===== src/rtl/mem_arbiter_mc_if.sv =====
// Request and byte-bus bundle for mem_arbiter_mc. The arbiter uses the slave view;
// requesters plus the memory side use the master view.
interface mem_arbiter_mc_if #(
    parameter int NUM_CH = 3,
    parameter int ADDR_W = 32,
    parameter int DATA_W = 32
);
    logic                     in_rdy;
    logic                     in_flush;
    logic                     in_io_buffer_full;
    logic [7:0]               in_mem_data;
    logic [7:0]               out_mem_data;
    logic [ADDR_W-1:0]        out_mem_addr;
    logic                     out_mem_wr;
    logic [NUM_CH-1:0]        in_req_valid;
    logic [NUM_CH-1:0]        out_req_ready;
    logic [NUM_CH*ADDR_W-1:0] in_req_addr;
    logic [NUM_CH-1:0]        in_req_wr;
    logic [NUM_CH*2-1:0]      in_req_size;
    logic [NUM_CH*DATA_W-1:0] in_req_wdata;
    logic [NUM_CH-1:0]        out_resp_valid;
    logic [DATA_W-1:0]        out_resp_data;

    modport slave (
        input  in_rdy, in_flush, in_io_buffer_full, in_mem_data,
               in_req_valid, in_req_addr, in_req_wr, in_req_size, in_req_wdata,
        output out_mem_data, out_mem_addr, out_mem_wr, out_req_ready,
               out_resp_valid, out_resp_data
    );

    modport master (
        output in_rdy, in_flush, in_io_buffer_full, in_mem_data,
               in_req_valid, in_req_addr, in_req_wr, in_req_size, in_req_wdata,
        input  out_mem_data, out_mem_addr, out_mem_wr, out_req_ready,
               out_resp_valid, out_resp_data
    );
endinterface


===== src/rtl/mem_arbiter_mc.sv =====
// Round-robin arbiter serialising multi-byte requests from NUM_CH channels onto a
// byte-wide RAM/IO bus, with IO ordering rules and per-channel flush.
module mem_arbiter_mc #(
    parameter int                NUM_CH     = 3,
    parameter int                ADDR_W     = 32,
    parameter int                DATA_W     = 32,
    parameter int                IO_SEL_LSB = 16,
    parameter logic [NUM_CH-1:0] FLUSH_MASK = 3'b011
) (
    input logic             in_clk,
    input logic             in_rst,
    mem_arbiter_mc_if.slave bus
);
    localparam int              CH_W = $clog2(NUM_CH);
    localparam logic [CH_W:0]   N_CH = (CH_W+1)'(NUM_CH);

    typedef enum logic {S_IDLE, S_ISSUE} state_t;
    state_t state_q, state_d;

    logic [NUM_CH-1:0]   pending, pend_d, accept, eligible;
    logic [ADDR_W-1:0]   slot_addr  [NUM_CH];
    logic [DATA_W-1:0]   slot_wdata [NUM_CH];
    logic [1:0]          slot_size  [NUM_CH];
    logic [NUM_CH-1:0]   slot_wr;

    logic [CH_W-1:0]     rr_ptr, cur_ch, gnt_ch, gnt_pos;
    logic [CH_W:0]       gnt_sum;
    logic [2*NUM_CH-1:0] elig_rot;
    logic [1:0]          cur_idx, cur_last, idx_d;
    logic                cur_wr, cur_io, gnt_vld, rd_inflight, on_last, abort;
    logic [ADDR_W-1:0]   cur_base, mem_addr_d;
    logic [DATA_W-1:0]   cur_wdata, asm_p1;
    logic [7:0]          mem_data_d;
    logic                mem_wr_d;

    function automatic logic is_io(input logic [ADDR_W-1:0] a);
        return a[IO_SEL_LSB+1 -: 2] == 2'b11;
    endfunction

    // IO accesses always go out as a single byte regardless of requested size.
    function automatic logic [1:0] last_idx(input logic [1:0] size, input logic io);
        if (io || size == 2'd0) return 2'd0;
        if (size == 2'd1) return 2'd1;
        return 2'd3;
    endfunction

    function automatic logic [DATA_W-1:0] put_byte(input logic [DATA_W-1:0] w,
                                                   input logic [1:0] k,
                                                   input logic [7:0] b);
        logic [DATA_W-1:0] r;
        r = w;
        r[{k, 3'b000} +: 8] = b;
        return r;
    endfunction

    assign bus.out_req_ready = ~pending;

    always_comb begin
        rd_inflight = (state_q == S_ISSUE) && !cur_wr;
        on_last     = (state_q == S_ISSUE) && (cur_idx == cur_last);
        // An IO read already on the bus cannot be recalled, so flush lets it complete.
        abort = (state_q == S_ISSUE) && bus.in_flush && FLUSH_MASK[cur_ch] && !(cur_io && !cur_wr);

        accept   = '0;
        eligible = '0;
        for (int c = 0; c < NUM_CH; c++) begin
            accept[c]   = bus.in_req_valid[c] && !pending[c] && !(bus.in_flush && FLUSH_MASK[c]);
            eligible[c] = pending[c] && !(bus.in_flush && FLUSH_MASK[c])
                          && !((state_q == S_ISSUE) && (cur_ch == CH_W'(c)));
            if (is_io(slot_addr[c]) && (rd_inflight || (slot_wr[c] && bus.in_io_buffer_full)))
                eligible[c] = 1'b0;
        end

        elig_rot = {eligible, eligible} >> rr_ptr;
        gnt_vld  = 1'b0;
        gnt_pos  = '0;
        if (!abort && (state_q == S_IDLE || on_last)) begin
            for (int i = NUM_CH - 1; i >= 0; i--) begin
                if (elig_rot[i]) begin
                    gnt_vld = 1'b1;
                    gnt_pos = CH_W'(i);
                end
            end
        end
        gnt_sum = {1'b0, rr_ptr} + {1'b0, gnt_pos};
        gnt_ch  = (gnt_sum >= N_CH) ? CH_W'(gnt_sum - N_CH) : gnt_sum[CH_W-1:0];

        state_d    = state_q;
        idx_d      = cur_idx;
        mem_addr_d = '0;
        mem_data_d = '0;
        mem_wr_d   = 1'b0;
        if (abort) begin
            state_d = S_IDLE;
        end else if (state_q == S_ISSUE && !on_last) begin
            idx_d      = cur_idx + 2'd1;
            mem_addr_d = cur_base + ADDR_W'(idx_d);
            mem_data_d = cur_wdata[{idx_d, 3'b000} +: 8];
            mem_wr_d   = cur_wr;
        end else if (gnt_vld) begin
            state_d    = S_ISSUE;
            idx_d      = 2'd0;
            mem_addr_d = slot_addr[gnt_ch];
            mem_data_d = slot_wdata[gnt_ch][7:0];
            mem_wr_d   = slot_wr[gnt_ch];
        end else begin
            state_d = S_IDLE;
        end

        pend_d = pending;
        if (on_last && !abort) pend_d[cur_ch] = 1'b0;
        if (bus.in_flush) pend_d = pend_d & ~FLUSH_MASK;
        pend_d = pend_d | accept;
    end

    always_ff @(posedge in_clk or posedge in_rst) begin
        if (in_rst) begin
            state_q            <= S_IDLE;
            pending            <= '0;
            rr_ptr             <= '0;
            cur_ch             <= '0;
            cur_idx            <= '0;
            cur_last           <= '0;
            cur_wr             <= 1'b0;
            cur_io             <= 1'b0;
            bus.out_mem_addr   <= '0;
            bus.out_mem_data   <= '0;
            bus.out_mem_wr     <= 1'b0;
            bus.out_resp_valid <= '0;
            bus.out_resp_data  <= '0;
        end else if (bus.in_rdy) begin
            state_q            <= state_d;
            pending            <= pend_d;
            cur_idx            <= idx_d;
            bus.out_mem_addr   <= mem_addr_d;
            bus.out_mem_data   <= mem_data_d;
            bus.out_mem_wr     <= mem_wr_d;
            bus.out_resp_valid <= '0;
            if (rd_inflight && on_last && !abort) begin
                bus.out_resp_valid[cur_ch] <= 1'b1;
                bus.out_resp_data          <= put_byte(asm_p1, cur_idx, bus.in_mem_data);
            end
            if (gnt_vld) begin
                cur_ch   <= gnt_ch;
                cur_wr   <= slot_wr[gnt_ch];
                cur_io   <= is_io(slot_addr[gnt_ch]);
                cur_last <= last_idx(slot_size[gnt_ch], is_io(slot_addr[gnt_ch]));
                rr_ptr   <= (gnt_ch == CH_W'(NUM_CH - 1)) ? '0 : gnt_ch + 1'b1;
            end
        end
    end

    // Read bytes land in asm_p1 one edge after their address was driven.
    always_ff @(posedge in_clk) begin
        if (bus.in_rdy) begin
            for (int c = 0; c < NUM_CH; c++) begin
                if (accept[c]) begin
                    slot_addr[c]  <= bus.in_req_addr[c*ADDR_W +: ADDR_W];
                    slot_wdata[c] <= bus.in_req_wdata[c*DATA_W +: DATA_W];
                    slot_size[c]  <= bus.in_req_size[c*2 +: 2];
                    slot_wr[c]    <= bus.in_req_wr[c];
                end
            end
            if (gnt_vld) begin
                cur_base  <= slot_addr[gnt_ch];
                cur_wdata <= slot_wdata[gnt_ch];
                asm_p1    <= '0;
            end else if (rd_inflight) begin
                asm_p1 <= put_byte(asm_p1, cur_idx, bus.in_mem_data);
            end
        end
    end
endmodule


===== src/flat_wrapper.sv =====
// flat-port wrapper written by rule: the top's interface ports become plain ports
module mem_arbiter_mc_flat 
#(
    parameter int                NUM_CH     = 3,
    parameter int                ADDR_W     = 32,
    parameter int                DATA_W     = 32,
    parameter int                IO_SEL_LSB = 16,
    parameter logic [NUM_CH-1:0] FLUSH_MASK = 3'b011
)
  (in_clk, in_rst, bus_in_rdy, bus_in_flush, bus_in_io_buffer_full, bus_in_mem_data, bus_in_req_valid, bus_in_req_addr, bus_in_req_wr, bus_in_req_size, bus_in_req_wdata, bus_out_mem_data, bus_out_mem_addr, bus_out_mem_wr, bus_out_req_ready, bus_out_resp_valid, bus_out_resp_data);
  mem_arbiter_mc_if #(.NUM_CH(NUM_CH), .ADDR_W(ADDR_W), .DATA_W(DATA_W)) bus_i ();
  input logic in_clk;
  input logic in_rst;
  input wire logic [$bits(bus_i.in_rdy)-1:0] bus_in_rdy;
  input wire logic [$bits(bus_i.in_flush)-1:0] bus_in_flush;
  input wire logic [$bits(bus_i.in_io_buffer_full)-1:0] bus_in_io_buffer_full;
  input wire logic [$bits(bus_i.in_mem_data)-1:0] bus_in_mem_data;
  input wire logic [$bits(bus_i.in_req_valid)-1:0] bus_in_req_valid;
  input wire logic [$bits(bus_i.in_req_addr)-1:0] bus_in_req_addr;
  input wire logic [$bits(bus_i.in_req_wr)-1:0] bus_in_req_wr;
  input wire logic [$bits(bus_i.in_req_size)-1:0] bus_in_req_size;
  input wire logic [$bits(bus_i.in_req_wdata)-1:0] bus_in_req_wdata;
  output wire logic [$bits(bus_i.out_mem_data)-1:0] bus_out_mem_data;
  output wire logic [$bits(bus_i.out_mem_addr)-1:0] bus_out_mem_addr;
  output wire logic [$bits(bus_i.out_mem_wr)-1:0] bus_out_mem_wr;
  output wire logic [$bits(bus_i.out_req_ready)-1:0] bus_out_req_ready;
  output wire logic [$bits(bus_i.out_resp_valid)-1:0] bus_out_resp_valid;
  output wire logic [$bits(bus_i.out_resp_data)-1:0] bus_out_resp_data;
  assign bus_i.in_rdy = bus_in_rdy;
  assign bus_i.in_flush = bus_in_flush;
  assign bus_i.in_io_buffer_full = bus_in_io_buffer_full;
  assign bus_i.in_mem_data = bus_in_mem_data;
  assign bus_i.in_req_valid = bus_in_req_valid;
  assign bus_i.in_req_addr = bus_in_req_addr;
  assign bus_i.in_req_wr = bus_in_req_wr;
  assign bus_i.in_req_size = bus_in_req_size;
  assign bus_i.in_req_wdata = bus_in_req_wdata;
  assign bus_out_mem_data = bus_i.out_mem_data;
  assign bus_out_mem_addr = bus_i.out_mem_addr;
  assign bus_out_mem_wr = bus_i.out_mem_wr;
  assign bus_out_req_ready = bus_i.out_req_ready;
  assign bus_out_resp_valid = bus_i.out_resp_valid;
  assign bus_out_resp_data = bus_i.out_resp_data;
  mem_arbiter_mc #(.NUM_CH(NUM_CH), .ADDR_W(ADDR_W), .DATA_W(DATA_W), .IO_SEL_LSB(IO_SEL_LSB), .FLUSH_MASK(FLUSH_MASK)) u_core (.in_clk(in_clk), .in_rst(in_rst), .bus(bus_i));
endmodule

===== config.mk =====
export PLATFORM = sky130hd
export DESIGN_NAME = mem_arbiter_mc_flat
export DESIGN_NICKNAME = d
export VERILOG_FILES = /design/src/rtl/mem_arbiter_mc_if.sv /design/src/rtl/mem_arbiter_mc.sv /design/src/flat_wrapper.sv
export SDC_FILE = /design/constraint.sdc
export NUM_CORES = 1
export LEC_CHECK = 0
export BUFFER_PORTS_ARGS = -buffer_cell sky130_fd_sc_hd__buf_4
export CAP_MARGIN = 25
export CORE_UTILIZATION = 50
export CTS_CLUSTER_SIZE = 12
export DETAILED_ROUTE_END_ITERATION = 10
export PLACE_DENSITY_LB_ADDON = 0.2
export SYNTH_ARGS = -nofsm -noshare
export SYNTH_HDL_FRONTEND = slang
export SYNTH_SLANG_ARGS = --single-unit

===== constraint.sdc =====
create_clock -name in_clk -period 11.45 [get_ports in_clk]
set_input_delay 2.29 -clock in_clk [delete_from_list [all_inputs] [get_ports in_clk]]
set_output_delay 2.29 -clock in_clk [all_outputs]
set_load 0.01 [all_outputs]

# After elaboration in Yosys (flattened, before gate mapping)
# Memory sizes are Yosys's and may differ from the RTL's.
# Cells that the tools add are included.
# Widths: inputs -> output; s select.
[totals] reg_bits=189 mem_bits_rw=198 input_bits=217 elab_cells=169 memories=3
[mem_list] name="u_core.slot_addr" depth=3 width=32 read_ports=4 rd_ports_with_merged_regs=0 write_ports=3 line="mem_arbiter_mc.sv:21" text="logic [ADDR_W-1:0] slot_addr [NUM_CH];"
[mem_list] name="u_core.slot_wdata" depth=3 width=32 read_ports=1 rd_ports_with_merged_regs=0 write_ports=3 line="mem_arbiter_mc.sv:22" text="logic [DATA_W-1:0] slot_wdata [NUM_CH];"
[mem_list] name="u_core.slot_size" depth=3 width=2 read_ports=1 rd_ports_with_merged_regs=0 write_ports=3 line="mem_arbiter_mc.sv:23" text="logic [1:0] slot_size [NUM_CH];"
[op_classes] addsub=6 order_cmp=4 eq_ne=10 n_shift=4 muxes=58 n_bitwise=6 reduce_logical=59
[op_table] op="$mux 32" n=4
[op_table] op="$add 32x2->32" n=1
[op_table] op="$bwmux 32" n=1
[op_table] op="$mux 1" n=32
[op_table] op="$shift 8x7->32 const A" n=1
[op_table] op="$shiftx 32x6->8" n=1
[op_table] op="$shiftx 8x7->32" n=1
[op_table] op="$logic_and 1x1->1" n=31
[op_table] op="$mux 2" n=13
[op_table] op="$mux 8" n=3
[op_table] op="$reduce_and 2->1" n=7
[op_table] op="$eq 2x2->1 const B" n=6
[op_table] op="$logic_not 1->1" n=11
[op_table] op="$neg 5->7" n=1
[op_table] op="$lt 2x3->1 const B" n=2
[op_table] op="$mux 3" n=2
[op_table] op="$not 3->3" n=2
[op_table] op="$shr 6x2->3" n=1
[op_table] op="$logic_or 1x1->1" n=5
[op_table] op="$add 2x1->2 const B" n=2
[op_table] op="$bmux 1 s2" n=2
[op_table] op="$eq 2x1->1 const B" n=2
[op_table] op="$logic_not 2->1" n=2
[op_table] op="$reduce_bool 2->1" n=2
[op_table] op="other kinds (11)" n=12

# Longest topological paths before layout
# Gate-level depths: netlist (run 1).
# An unclocked memory read counts as a cell.
[logic_depth] depth_word=24 mapped_depth=17 ltp_nobuf=15

# Worst setup path before layout (run 1)
# OpenSTA, ideal clock, no wires.
[synth_path] path_kind="input to register" start="in bus_in_rdy" end="mem u_core.slot_addr[0][0] (enable)" arrival_ps=9685 t_required_ps=10765 slack_ps=1080 path_stages=3 path_cell_list="clkbuf_1 inv_2 nor4b_1"
[synth_rtl] element="start, declared" line="flat_wrapper.sv:14" text="input wire logic [$bits(bus_i.in_rdy)-1:0] bus_in_rdy;"
[synth_rtl] element="end, declared" line="mem_arbiter_mc.sv:21"

# Final worst setup path (run 1)
[layout_path] start="in bus_in_io_buffer_full" end="reg u_core.bus.out_mem_data[7]"
[layout_via] elab_chain_len=16
[layout_lines] element="start, declared" line="flat_wrapper.sv:16" text="input wire logic [$bits(bus_i.in_io_buffer_full)-1:0] bus_in_io_buffer_full;"
[layout_lines] element="$logic_and 1x1->1" line="mem_arbiter_mc.sv:70" text="if (is_io(slot_addr[c]) && (rd_inflight || (slot_wr[c] && bus.in_io_buffer_full)))"
[layout_lines] element="$logic_or 1x1->1" line="mem_arbiter_mc.sv:70"
[layout_lines] element="$logic_and 1x1->1" line="mem_arbiter_mc.sv:70"
[layout_lines] element="$mux 1" line="mem_arbiter_mc.sv:70"
[layout_lines] element="$shr 6x2->3 *" line="mem_arbiter_mc.sv:74" text="elig_rot = {eligible, eligible} >> rr_ptr;"
[layout_lines] element="$mux 2 (3 in a row)" line="mem_arbiter_mc.sv:79" text="if (elig_rot[i]) begin"
[layout_lines] element="$mux 2" line="mem_arbiter_mc.sv:77" text="if (!abort && (state_q == S_IDLE || on_last)) begin"
[layout_lines] element="$add 2x2->3" line="mem_arbiter_mc.sv:85" text="gnt_sum = {1'b0, rr_ptr} + {1'b0, gnt_pos};"
[layout_lines] element="$ge 3x2->1 / $sub 2x2->2 (equally long branches)" line="mem_arbiter_mc.sv:86" text="gnt_ch = (gnt_sum >= N_CH) ? CH_W'(gnt_sum - N_CH) : gnt_sum[CH_W-1:0];"
[layout_lines] element="$mux 2" line="mem_arbiter_mc.sv:86"
[layout_lines] element="$mem_v2 3x32"
[layout_lines] element="$mux 8 *" line="mem_arbiter_mc.sv:100" text="end else if (gnt_vld) begin"
[layout_lines] element="$mux 8 *" line="mem_arbiter_mc.sv:95" text="end else if (state_q == S_ISSUE && !on_last) begin"
[layout_lines] element="$mux 8 *" line="mem_arbiter_mc.sv:93" text="if (abort) begin"
[layout_lines] element="end signal, assigned" line="mem_arbiter_mc.sv:136" text="bus.out_mem_data <= mem_data_d;"
[layout_lines] element="end, declared" line="mem_arbiter_mc_if.sv:27" text="output out_mem_data, out_mem_addr, out_mem_wr, out_req_ready,"
# Every way passes the cells marked *; elsewhere a longest branch is shown, timed or not.
# A chain may end at the register's enable or synchronous reset.

==> run metrics, run 1 <==
IO Count=296; CTS Buf Count=43; crit path DAT=7.24 ns; slowest CP cell=buf_4; Post-synth EDFFs=297; synthesis-stage register bit count=387; met2 Use GR=37.6%; hpwl dp=25800 µm; post-synth design cell area=15900 µm²; Synth top area share=56.2%; worst-margin pin slew=0.989 ns; ys flop type=edfxtp_1; worst-path cell chain=buf_4 > nand2_1 > a21oi_1 > or4b_1 > nor3_1 > a311oi_1 > a211oi_1 > ha_1 > fa_1 > ha_1 > o21bai_4 > buf_4 > buf_4 > a21oi_1 > and3_1 > a221o_1; most used routing layer=met2; top cells by area, synth=edfxtp_1 56%, dfrtp_1 14%, mux2i_1 4.3%; cell mode on critical path=buf_4; final setup violation count=0; hold_ws=0.477 ns; GR Util met3=5.05%; routed wire length=39100 µm; CTS tree=yes; fmax=0.146 GHz; sequential element share of the synthesized area=70.4%; clock tree buffer depth=3; final clock skew=0.0132 ns; Worst EP required=11.86 ns; CORE AREA=30900 µm²; drt first-iter violations=795; placed inst area=18400 µm²; Mapped Cells=1128; Layout Area Growth over Synthesis=24.8%; die area=32500 µm²; drt pass-1 iters=5; crit path kind=in -> reg; drt drc=0; post-route design area=19800 µm²; placer congestion estimate=0.887; Worst path top cell family by delay=buffers and inverters; Pwr per Cell Area=336 nW/µm²; grt ovf=0; Internal=0.00400 W; Starting Density=51.3%; sequential share of power=35.1%; RSZ-0062 raised after global routing=no; Worst slew margin=34.1%; PostCTS Resize Cnt=0; Yosys top cell by area=edfxtp_1; # clock sinks=387; Switching Share=39.9%; Hold Path Class=reg -> reg; status=completed; DR vias/cell=5.54; Async SR Flop Fraction=23.3%; Buf/Inv on CP=3; VDD IR max=353 µV; Pins Over Slew Limit=0; Final Critical Period=6.83 ns; Die Y=180 µm; Max-Cap Viols=0; hold buffer count at CTS=0; global-route wire length before repair=60300 µm; htree depth=2; vias=10301; Max FO, Critical Path=67; vias in the first global route=10282; Final nets=1656; Synthesis Warnings=0; Tcrit/Tclk final=59.6%; GR Util All Layers=24.3%; initial antenna violation count=2; Comb pwr share=45.7%; setup_tns=0 ns; row cnt=64; antenna-violating nets left=0; final hold violation count=0; pin count of the biggest net entering global routing=71; CTS root buf=clkbuf_16; Clock Power Share=19.2%; Synth cell types=58; Pleak=7.72 nW; layout cell share with drive strength beyond 1=28.5%; CP endpoint kind=flop; Die Span X=180 µm; Worst-path clk slew=0.06 ns; Post-CTS Setup Repair Bufs=0; WL/cell=21.0 µm; syn avg cell area=14.1 µm²; CP Launch Type=primary input; Mapped Nets=1356; Psw=0.00265 W; CP peak stage delay=0.72 ns; M1 GR Usage=35.2%; FF-to-FF setup slack=5.81 ns; Port Buffers=295; clk_lat worst skew=0.53 ns
## cell usage after synthesis, types with 19 or more instances
| master | instances |
|---|---|
| a21oi_1 | 106 |
| a21oi_2 | 20 |
| buf_2 | 19 |
| o21ai_0 | 47 |
| nor2b_1 | 35 |
| nand2_1 | 66 |
| nor2_1 | 128 |
| mux2i_1 | 68 |
| edfxtp_1 | 297 |
| clkbuf_1 | 27 |
| dfrtp_1 | 90 |
| and3_1 | 19 |
| o2bb2ai_1 | 20 |
## path summary, 6_finish.rpt
path / from / depth (start not counted) / endpoint
setup / recovery: bus_in_io_buffer_full / 16 / u_core.bus.out_mem_data[7]$_DFFE_PP0P_
hold / removal: u_core.bus.out_resp_data[17]$_DFFE_PP0P_ / 2 / u_core.bus.out_resp_data[17]$_DFFE_PP0P_
setup reg to reg: u_core.cur_idx[0]$_DFFE_PP0P_ / 14 / u_core.bus.out_mem_data[7]$_DFFE_PP0P_
hold reg to reg: u_core.bus.out_resp_data[17]$_DFFE_PP0P_ / 2 / u_core.bus.out_resp_data[17]$_DFFE_PP0P_
max in group asynchronous: in_rst / 3 / u_core.bus.out_resp_data[0]$_DFFE_PP0P_
min in group asynchronous: in_rst / 2 / u_core.bus.out_mem_addr[8]$_DFFE_PP0P_
## per-layer routing
layer,vias up,routed length [µm]
met3,53,3090
met1,5016,17400
met2,418,17800
met5,-,0
li1,4814,-
met4,0,824
## worst min-delay path, delay by kind of cell, from the launching register on
| kind | cells | cell delay, ns |
|---|---|---|
| DFF | 1 | 0.34 |
| AOI/OAI and AO/OA | 1 | 0.06 |
| and+or+nand+nor | 1 | 0.04 |
## state kept, by name, summed over array words and instances, names as in the netlist
| signal | cells |
|---|---|
| u_core.state_q | 1 |
| u_core.cur_base | 32 |
| u_core.bus.out_mem_addr | 32 |
| u_core.cur_wdata | 32 |
| u_core.bus.out_mem_wr | 1 |
| u_core.bus.out_resp_data | 32 |
| u_core.bus.out_mem_data | 8 |
| u_core.pending | 3 |
| u_core.cur_ch | 2 |
| u_core.cur_wr | 1 |
| u_core.cur_io | 1 |
| u_core.slot_addr | 96 |
| u_core.rr_ptr | 2 |
| u_core.slot_wdata | 96 |
| u_core.bus.out_resp_valid | 3 |
| u_core.asm_p1 | 32 |
| u_core.cur_last | 2 |
| u_core.cur_idx | 2 |
| u_core.slot_wr | 3 |
| u_core.slot_size | 6 |
## per-stage QoR
step | power, W | utilization, % | setup slack (ns) | cells
floorplan | 0.00453 | - | 1.08 | 1128
global placement | 0.00527 | 59.6 | 4.14 | 1776
detailed placement | 0.00537 | 59.6 | 4.00 | 1776
CTS | 0.00666 | 63.8 | 4.55 | 1854
global route | 0.00706 | 64.1 | 4.31 | 1858
finish | 0.00665 | 64.1 | 4.62 | 1859
## power groups by stage
stage | clock [W] | combinational [W] | sequential, W
6_report | 0.00128 | 0.00304 | 0.00234
2_1_floorplan | 0 | 0.00219 | 0.00233
5_1_grt | 0.00135 | 0.00333 | 0.00237
3_3_place_gp | 0 | 0.00292 | 0.00235
4_1_cts | 0.00130 | 0.00303 | 0.00233
3_5_place_dp | 0 | 0.00302 | 0.00235
## cell families after synthesis
kind of cell	share of synthesized area, %
AND/OR/NAND/NOR	9.39
XOR/XNOR	1.71
AO/OA/AOI/OAI	9.67
flip-flops	70.4
multiplexers	5.50
adder cells (fa/ha/maj)	0.962
buffers and inverters	2.37
## area by class of cell
type,count,area [µm²]
antenna,2,5.00
clock buffer,62,1180
clock inverter,16,125
fill,2277,11100
inverter,15,61.3
multi-input combinational,671,4380
sequential,387,11200
tap,396,495
timing repair buffer,310,2390
## layout by cell type (no fill, tap or decap), types with 9 or more instances in the layout
cell type	count
dfrtp_1	90
ha_1	9
nand3_1	15
xnor2_1	18
nand4_1	10
nor2_1	127
o21ai_0	46
o2bb2ai_1	20
nor2b_1	35
a21oi_2	21
edfxtp_1	297
inv_1	12
buf_4	307
xor2_1	13
a221o_1	15
nand2_1	66
clkbuf_1	16
mux2i_1	68
a21oi_1	104
clkbuf_16	43
and3_1	18
(Power assumes the default switching activity.)
==> inputs of run 2 (changes only) <==
--- a/config.mk
+++ b/config.mk
@@ -5,6 +5,7 @@
 export SDC_FILE = /design/constraint.sdc
 export NUM_CORES = 1
 export LEC_CHECK = 0
+export ABC_AREA = 1
 export BUFFER_PORTS_ARGS = -buffer_cell sky130_fd_sc_hd__buf_4
 export CAP_MARGIN = 25
 export CORE_UTILIZATION = 50
==> constraint.sdc (replaced) <==
create_clock -name in_clk -period 6.6 [get_ports in_clk]
set_input_delay 1.32 -clock in_clk [delete_from_list [all_inputs] [get_ports in_clk]]
set_output_delay 1.32 -clock in_clk [all_outputs]
set_load 0.01 [all_outputs]
==> run metrics, run 2 <==
synthesis-stage register bit count=387 (unchanged); final clock skew=0.0178 ns (+0.00460 ns); Synthesis Warnings=0 (unchanged); DR vias/cell=5.35 (-3.4%); Starting Density=51.1% (-0.26 points); pin count of the biggest net entering global routing=68 (-4.2%); row cnt=65 (+1.6%); Pleak=8.51 nW (+10%); setup_tns=0 ns (unchanged); Yosys top cell by area=edfxtp_1; final setup violation count=0 (unchanged); Psw=0.00515 W (+94%); initial antenna violation count=1 (-1); vias=11931 (+16%); clk_lat worst skew=0.53 ns (about the same); grt ovf=0 (unchanged); clock tree buffer depth=3 (unchanged); routed wire length=43800 µm (+12%); RSZ-0062 raised after global routing=no; drt drc=0 (unchanged); fmax=0.196 GHz; Internal=0.00652 W (+63%); Post-synth top cells=524 x nand2_1, 297 x edfxtp_1, 116 x nand3_1; Final nets=2024 (+22%); most common cell after layout, fill and taps aside=nand2_1; WL/cell=19.6 µm (-6.7%); Clock Power Share=18.4% (-0.8 points); hold_ws=0.476 ns (-0.00123 ns); Max FO, Critical Path=27 (-60%); placer congestion estimate=0.892 (+0.51%); global-route wire length before repair=66600 µm (+10%); VDD IR max=467 µV (+32%); vias in the first global route=11720 (+14%); top cells by area, synth=edfxtp_1 55%, dfrtp_1 14%, nand2_1 12%; Port Buffers=295 (unchanged); worst-margin pin slew=1.03 ns (+0.0378 ns); Layout Area Growth over Synthesis=23.6%; CORE AREA=31600 µm² (+2.4%); sequential element share of the synthesized area=69.1% (-1.3 points); CP endpoint kind=flop; Pwr per Cell Area=584 nW/µm² (+74%); Final Critical Period=5.11 ns; GR Util All Layers=26.7% (+2.4 points); Synth top area share=55.2% (-1.0 points); CP peak stage delay=0.59 ns (-0.13 ns); sequential share of power=34.8% (-0.3 points); layout cell share with drive strength beyond 1=21.0% (-7.5 points); Die Y=182 µm (+0.90%); # clock sinks=387 (unchanged); status=completed; cell mode on critical path=nand2_1; Post-CTS Setup Repair Bufs=0 (unchanged); commonest cells after routing, fill and taps aside=524 x nand2_1, 311 x buf_4, 297 x edfxtp_1, 115 x nand3_1, 100 x inv_1; Tcrit/Tclk final=77.5%; Switching Share=44.1% (+4.2 points); hpwl dp=30900 µm (+20%); Die Span X=182 µm (+0.90%); crit path DAT=5.57 ns (-1.67 ns); PostCTS Resize Cnt=0 (unchanged); Max-Cap Viols=0 (unchanged); Synth cell types=32 (-45%); htree depth=2 (unchanged); Finished Core Util=63.1% (-0.97 points); slowest CP cell=nand2_1; Worst EP required=7.06 ns (-4.80 ns); post-synth design cell area=16200 µm² (+1.8%); final hold violation count=0 (unchanged); antenna-violating nets left=0 (unchanged); worst-path cell chain=buf_4 > inv_1 > nand2_1 > a21oi_1 > nand2_1 > nand2_1 > o21ai_0 > nand2_1 > o21ai_0 > nand2_1 > nor2_1 > ha_1 > fa_1 > ha_1 > nor2_1 > nand2_1 > nand2_1 > nand2_2 > inv_2 > buf_4 > nand2_1 > nand3_1 > nand2_1 > nand2_1; count leader, synth=nand2_1; Comb pwr share=46.8% (+1.1 points); CTS Buf Count=41 (-4.7%); CTS root buf=clkbuf_16; Worst-path clk slew=0.06 ns (about the same); CTS tree=yes; biggest regs=u_core.slot_addr (96), u_core.slot_wdata (96); IO Count=296 (unchanged); die area=33000 µm² (+1.8%); hold buffer count at CTS=0 (unchanged); syn avg cell area=10.8 µm² (-23%); CP Launch Type=primary input; crit path kind=in -> reg; drt pass-1 iters=5 (unchanged); Hold Path Class=reg -> reg; Mapped Cells=1501 (+33%); drt first-iter violations=1185 (+49%); Mapped Nets=1729 (+28%); Worst slew margin=31.6% (-2.5 points); Post-synth EDFFs=297 (unchanged); Pins Over Slew Limit=0 (unchanged); ys flop type=edfxtp_1; Async SR Flop Fraction=23.3% (unchanged)
-- run 2: cell types whose count changed after synthesis, moves of 20 or more --
| cell | before | now |
|---|---|---|
| nand2_1 | 66 | 524 |
| nand3_1 | 15 | 116 |
| inv_1 | 13 | 101 |
| a21oi_1 | 106 | 37 |
| mux2i_1 | 68 | 0 |
| nor2b_1 | 35 | 0 |
| nor2_1 | 128 | 97 |
| o22ai_1 | 1 | 24 |
| a21oi_2 | 20 | 0 |
| o2bb2ai_1 | 20 | 0 |
-- run 2: path summary, 6_finish.rpt --
path                       slack [ns]                               startpoint  depth (start not counted)                                      end
hold reg to reg                  0.48  u_core.bus.out_mem_addr[13]$_DFFE_PP0P_                          2  u_core.bus.out_mem_addr[13]$_DFFE_PP0P_
setup reg to reg                 1.53            u_core.cur_idx[0]$_DFFE_PP0P_                         21   u_core.bus.out_mem_addr[0]$_DFFE_PP0P_
hold / removal                   0.48  u_core.bus.out_mem_addr[13]$_DFFE_PP0P_                          2  u_core.bus.out_mem_addr[13]$_DFFE_PP0P_
min in group asynchronous        0.79                                   in_rst                          2  u_core.bus.out_mem_addr[30]$_DFFE_PP0P_
setup / recovery                 1.49                             bus_in_flush                         24   u_core.bus.out_mem_addr[0]$_DFFE_PP0P_
max in group asynchronous        4.60                                   in_rst                          3           u_core.cur_last[0]$_DFFE_PP0P_
-- run 2: worst max-delay path: cells and delay by family --
| family | cells | cell delay [ns] |
|---|---|---|
| buffers and inverters | 4 | 1.10 |
| adders and majority gates | 3 | 0.90 |
| AOI/OAI and AO/OA | 3 | 0.31 |
| and+or+nand+nor | 14 | 1.89 |
-- run 2: cell families (layout without fill, tap and decap cells) --
| family | after synthesis | after routing | share of synthesized area, % |
|---|---|---|---|
| adders and majority gates | 11 | 11 | 0.945 |
| xor gates and xnor gates | 18 | 18 | 0.976 |
| other | 0 | 1 | 0 |
| buffers and inverters | 169 | 494 | 4.48 |
| AOI/OAI and AO/OA | 152 | 152 | 5.40 |
| DFF | 387 | 387 | 69.1 |
| and+or+nand+nor | 764 | 764 | 19.1 |
-- run 2: per-layer routing --
layer	global-route usage, %	share of wire (%)
met4	8.95	2.9
met3	5.01	8.0
met2	41.4	46
met1	38.1	43
met5	0	0
-- run 2: area by class of cell --
class	count	area (µm²)
fillers	2529	11700
clock inverters	13	91.3
diodes	1	2.50
inverters	109	413
well taps	402	503
flip-flops and latches	387	11200
multi-input cells	945	4290
repair buffers	312	2350
clock buffers	60	1140
-- run 2: power by group through the flow --
stage / combinational, W / sequential [W] / clock, W
floorplan: 0.00349 / 0.00406 / 0
global placement: 0.00524 / 0.00408 / 0
CTS: 0.00544 / 0.00406 / 0.00217
detailed placement: 0.00542 / 0.00410 / 0
finish: 0.00546 / 0.00406 / 0.00215
global route: 0.00607 / 0.00412 / 0.00227
-- run 2: metrics by stage --
stage	total power (W)	setup slack (ns)	cell area, µm²	cells
finish	0.0117	1.49	20000	2229
global route	0.0125	1.13	20000	2229
CTS	0.0117	1.57	20000	2228
detailed placement	0.00952	1.06	18700	2155
global placement	0.00932	1.30	18700	2154
floorplan	0.00756	1.66	16200	1501
